<file path="src/rtl/alarm_pkg.sv">
// Shared definitions for the alarm zone controller: FSM state codes and
// default sizing.
package alarm_pkg;

  typedef enum logic [1:0] {
    DISARMED = 2'd0,
    ARMED    = 2'd1,
    ENTRY    = 2'd2,
    ALARM    = 2'd3
  } state_e;

  localparam int NZ_DEF    = 8;
  localparam int DELAY_DEF = 16;

endpackage

</file>
<file path="src/rtl/alarm_priority_enc.sv">
// Lowest-index-wins priority encoder over the latched zone register.
// Outputs the index of the first set bit and an any-set flag.
module alarm_priority_enc #(
  parameter  int NZ = 8,
  localparam int ZW = $clog2(NZ)
) (
  input  logic [NZ-1:0] pending,
  output logic [ZW-1:0] idx,
  output logic          valid
);

  // Scan from the top down so the last hit, the lowest index, wins.
  always_comb begin
    idx = '0;
    for (int i = NZ - 1; i >= 0; i--) begin
      if (pending[i]) idx = ZW'(i);
    end
  end

  assign valid = |pending;

endmodule

</file>
<file path="src/rtl/alarm_zone_controller.sv">
// Zone alarm FSM: arms on request, latches tripped zones, runs an entry
// delay, then sounds the buzzer until every latched zone is acknowledged.
module alarm_zone_controller
  import alarm_pkg::*;
#(
  parameter  int NZ    = NZ_DEF,
  parameter  int DELAY = DELAY_DEF,
  localparam int ZW    = $clog2(NZ)
) (
  input  logic          clk,
  input  logic          reset,
  input  logic          arm,
  input  logic          disarm,
  input  logic [NZ-1:0] zone,
  input  logic          ack,
  output logic [ZW-1:0] intruder_zone,
  output logic          valid,
  output logic          buzzer,
  output logic [NZ-1:0] pending,
  output logic [1:0]    state
);

  localparam int            CW       = $clog2(DELAY + 1);
  localparam logic [CW-1:0] CNT_LAST = CW'(DELAY - 1);

  state_e        st_q;
  logic [CW-1:0] cnt_q;
  logic [NZ-1:0] ack_clr;
  logic [NZ-1:0] pend_nxt;

  alarm_priority_enc #(.NZ(NZ)) u_enc (
    .pending (pending),
    .idx     (intruder_zone),
    .valid   (valid)
  );

  // Set beats clear: a zone still asserted keeps its bit even when acked.
  always_comb begin
    ack_clr = '0;
    if (st_q == ALARM && ack && valid) ack_clr[intruder_zone] = 1'b1;
    pend_nxt = (pending & ~ack_clr) | zone;
  end

  always_ff @(posedge clk or posedge reset) begin
    if (reset) begin
      st_q    <= DISARMED;
      pending <= '0;
      cnt_q   <= '0;
    end else if (disarm) begin
      st_q    <= DISARMED;
      pending <= '0;
      cnt_q   <= '0;
    end else begin
      case (st_q)
        DISARMED: begin
          pending <= '0;
          cnt_q   <= '0;
          if (arm) st_q <= ARMED;
        end
        ARMED: begin
          pending <= pend_nxt;
          cnt_q   <= '0;
          if (|zone) st_q <= ENTRY;
        end
        ENTRY: begin
          pending <= pend_nxt;
          if (cnt_q == CNT_LAST) begin
            st_q  <= ALARM;
            cnt_q <= '0;
          end else begin
            cnt_q <= cnt_q + 1'b1;
          end
        end
        ALARM: begin
          pending <= pend_nxt;
          cnt_q   <= '0;
          // Only an ack that empties the register re-arms; a fresh trip stays in ALARM.
          if (ack_clr != '0 && pend_nxt == '0) st_q <= ARMED;
        end
        default: begin
          st_q    <= DISARMED;
          pending <= '0;
          cnt_q   <= '0;
        end
      endcase
    end
  end

  assign state  = st_q;
  assign buzzer = (st_q == ALARM);

endmodule

</file>
<file path="config.mk">
export PLATFORM = sky130hd
export DESIGN_NAME = alarm_zone_controller
export DESIGN_NICKNAME = d
export VERILOG_FILES = /design/src/rtl/alarm_pkg.sv /design/src/rtl/alarm_priority_enc.sv /design/src/rtl/alarm_zone_controller.sv
export SDC_FILE = /design/constraint.sdc
export NUM_CORES = 1
export LEC_CHECK = 0
export BUFFER_PORTS_ARGS = -buffer_cell sky130_fd_sc_hd__buf_2
export CORE_UTILIZATION = 45
export CTS_BUF_LIST = sky130_fd_sc_hd__clkbuf_4
export CTS_CLUSTER_DIAMETER = 60
export DETAILED_ROUTE_END_ITERATION = 6
export GPL_ROUTABILITY_DRIVEN = 0
export PLACE_DENSITY = 0.72
export SLEW_MARGIN = 20
export SYNTH_ARGS = -nofsm -noshare
export SYNTH_HDL_FRONTEND = slang
export SYNTH_SLANG_ARGS = --single-unit
export TNS_END_PERCENT = 5
</file>
<file path="constraint.sdc">
create_clock -name clk -period 2.5 [get_ports clk]
set_input_delay 0 -clock clk [delete_from_list [all_inputs] [get_ports clk]]
set_output_delay 0 -clock clk [all_outputs]
set_load 0.02 [all_outputs]
</file>
==> flow_summary_export.csv <==
group,metric,value,unit
detailed_routing,vias_per_cell,5.51,
detailed_routing,via_count,887,
grt,antenna_found_initial,0,
sta,fin_skew,0.00344,ns
final_layout,fin_area,1160,um^2
die,core-area,1780,um^2
worst_setup_path,path_max_fanout,5,
die,initial_core_util,49.8,%
sta,tns,0,ns
power_and_ir_drop,p_leak,0.604,nW
final_layout,regArea,375,um^2
grt,grt_overflow_total,0,
synth,synth_seq_cells,15,
power_and_ir_drop,power_frac_seq,35.6,%
worst_setup_path,critPathKind,"reg2reg",
synth,syn_inst,98,
synth,yosysTopAreaCellShare,42.3,%
final_layout,area_delta_synth_final,30.5,%
min_path,hold_class,"in2reg",
final_layout,diodes,0,
detailed_routing,routedWlPerCell,13.6,um
die,pin_count,28,
detailed_routing,first_pass_iters,4,
clock_network,clk_pin_slew_worst_paths,0.09,ns
sta,maxSlewViolCount,0,
power_and_ir_drop,swShare,46.2,%
grt,grt_max_degree,16,
power_and_ir_drop,combPwrFrac,50.9,%
power_and_ir_drop,peakVddDrop,0.465,mV
sta,worst_slew_pin_slew,0.579,ns
synth,synth.area.top_cells,"dfrtp_1 (42%), ha_1 (7.1%), nor2_1 (5.9%), a21oi_1 (5.1%), inv_1 (3.4%)",
power_and_ir_drop,clkPwrFrac,13.5,%
synth,synth-compound-area-share,17.1,%
synth,yosys.area_share.simple,25.0,%
clock_network,max-clock-path-buffers,2,
grt,grt_pass1_vias,799,
clock_network,clk_latency,0.29,ns
die,rows,15,
detailed_routing,route.detailed.drc,0,
min_path,min_from,"zone[3]",
detailed_routing,routed_wl,2190,um
sta,period_needed,2.34,ns
grt,grt_pass1_wl,3350,um
synth,synth-xor-area-share,1.97,%
die,dieArea,2150,um^2
detailed_routing,drtIter0Drc,33,
worst_setup_path,critPathArrivalTime,2.51,ns
sta,finalHoldViolCount,0,
grt,grt_use_total,22.6,%
power_and_ir_drop,pwr_density_cell,878,nW/um^2
clock_network,clkSinkCount,15,
synth,synth_nets,116,
clock_network,clockRootBuffer,"clkbuf_4",
clock_network,cts_tree,"yes",
detailed_routing,ant_nets,0,
die,chipWidth,46.4,um
sta,fmax,428,MHz
synth,synth_top_family_by_area,"simple AND/OR/NAND/NOR gates",
clock_network,cts_buffers,3,
synth,yosysTopAreaCell,"dfrtp_1",
synth,ys_types,33,
sta,fin_crit_sh,93.5,%
synth,synthMuxAreaShare,2.82,%
clock_network,postCtsSetupRepairBufs,0,
worst_setup_path,r2r_setup_slack,0.16,ns
place,dp_hpwl,1630,um
sta,rsz0062_at_grt,"false",
final_layout,fillers,162,
power_and_ir_drop,p_int,0.000546,W
synth,avgSynthCellArea,9.05,um^2
run_status,status,"finished clean",
sta,setup_viol,0,
die,fp.dieH,46.4,um
final_layout,nets,155,
worst_setup_path,crit_start,"state[0]$_DFFE_PP0P_",
final_layout,multi_input_area,478,um^2
place,portBuffers,27,
synth,synthAdderAreaFrac,7.05,%
place,placed_cell_area,1050,um^2
synth,syn_area,887,um^2
clock_network,htree_levels,1,
final_layout,final_cell_mix,"buf_2 (27), dfrtp_1 (15), nor2_1 (14)",
run,drv_cap,0,
sta,slew_headroom,61.3,%
worst_setup_path,cp-start-kind,"flop",
synth,ys_seq_area_share,42.3,%
power_and_ir_drop,switchingPower,0.000470,W
final_layout,layout_commonest_cell,"buf_2",
final_layout,post_route_cells_drive_above_1_share,27.2,%
synth,yosys_warnings,0,
worst_setup_path,cp_data_required_time,2.67,ns
worst_setup_path,r2r-start,"state[0]$_DFFE_PP0P_",
worst_setup_path,end_kind,"flop",
## final timing paths
check                                  endpoint  cells past startpoint
min in group asynchronous    cnt_q[0]$_DFF_PP0_                      3
max in group asynchronous  pending[4]$_DFF_PP0_                      3
hold / removal             pending[3]$_DFF_PP0_                      3
setup reg to reg           state[0]$_DFFE_PP0P_                      6
hold reg to reg              cnt_q[0]$_DFF_PP0_                      1
setup / recovery           state[0]$_DFFE_PP0P_                      6
## registers in the layout, indices dropped and copies added, names as in the netlist
| name | count |
|---|---|
| cnt_q | 5 |
| pending | 8 |
| state | 2 |
## cell type report
cell class	count	share of cell area (%)
flip-flops and latches	15	32.4
multi-input cells	74	41.3
well taps	25	2.70
inverters	8	2.59
clock inverters	1	0.432
repair buffers	35	18.6
clock buffers	3	1.95
## stage by stage
step	power, W	hold WS [ns]	setup slack (ns)	utilization [%]	std cells
finish	0.00102	0.0335	0.161	64.9	161
CTS	0.00102	0.0134	0.170	64.9	161
detailed placement	0.000875	0.0903	0.191	58.9	149
global placement	0.000861	0.0815	0.224	58.9	149
global route	0.00109	0.0681	0.0249	64.9	161
floorplan	0.000715	-0.0985	0.0966	-	98
## cell families after synthesis
group / after synthesis
AOI/OAI and AO/OA: 23
buffers and inverters: 9
DFF: 15
and+or+nand+nor: 42
adders and majority gates: 5
xor gates and xnor gates: 2
muxes: 2
## routing by layer
layer	global-route usage, %	vias to the layer above	part of all wire (%)
met4	9.41	0	2.1
met5	0	-	0
li1	-	429	-
met1	28.2	402	44
met2	39.2	50	47
met3	2.35	6	6.0
## worst max-delay path: stages (launching register included)
cell and delay, ns:
dfrtp_1 0.42, ha_1 0.26, nand2_1 0.18, or3_1 0.40, a2111oi_0 0.43, a31oi_1 0.22, mux2_4 0.33
## synth_stat cells, drive strengths merged
cell,n
a2111oi,1
a211o,1
a211oi,1
a21oi,9
a221o,1
a221oi,1
a31oi,1
and2,2
and3,1
clkbuf,1
dfrtp,15
ha,5
inv,8
mux2,1
mux2i,1
nand2,6
nand3,4
nand4,3
nor2,15
nor2b,3
nor3,2
nor4,3
o21ai,5
o21bai,1
o2bb2ai,1
o311ai,1
or2,1
or3,1
or4,1
xor2,2
## power by group through the flow
stage	clock [W]	combinational, W	sequential (W)
finish	0.000137	0.000517	0.000362
global route	0.000153	0.000569	0.000370
CTS	0.000143	0.000520	0.000361
detailed placement	0	0.000507	0.000368
global placement	0	0.000499	0.000361
floorplan	0	0.000316	0.000399
## timing repair
action,CTS,global route
hold buffers,8,0
resized for setup,0,1
setup endpoints to repair,0,1
endpoints found under the hold margin,22,0
Power figures use the tool's default switching activity.
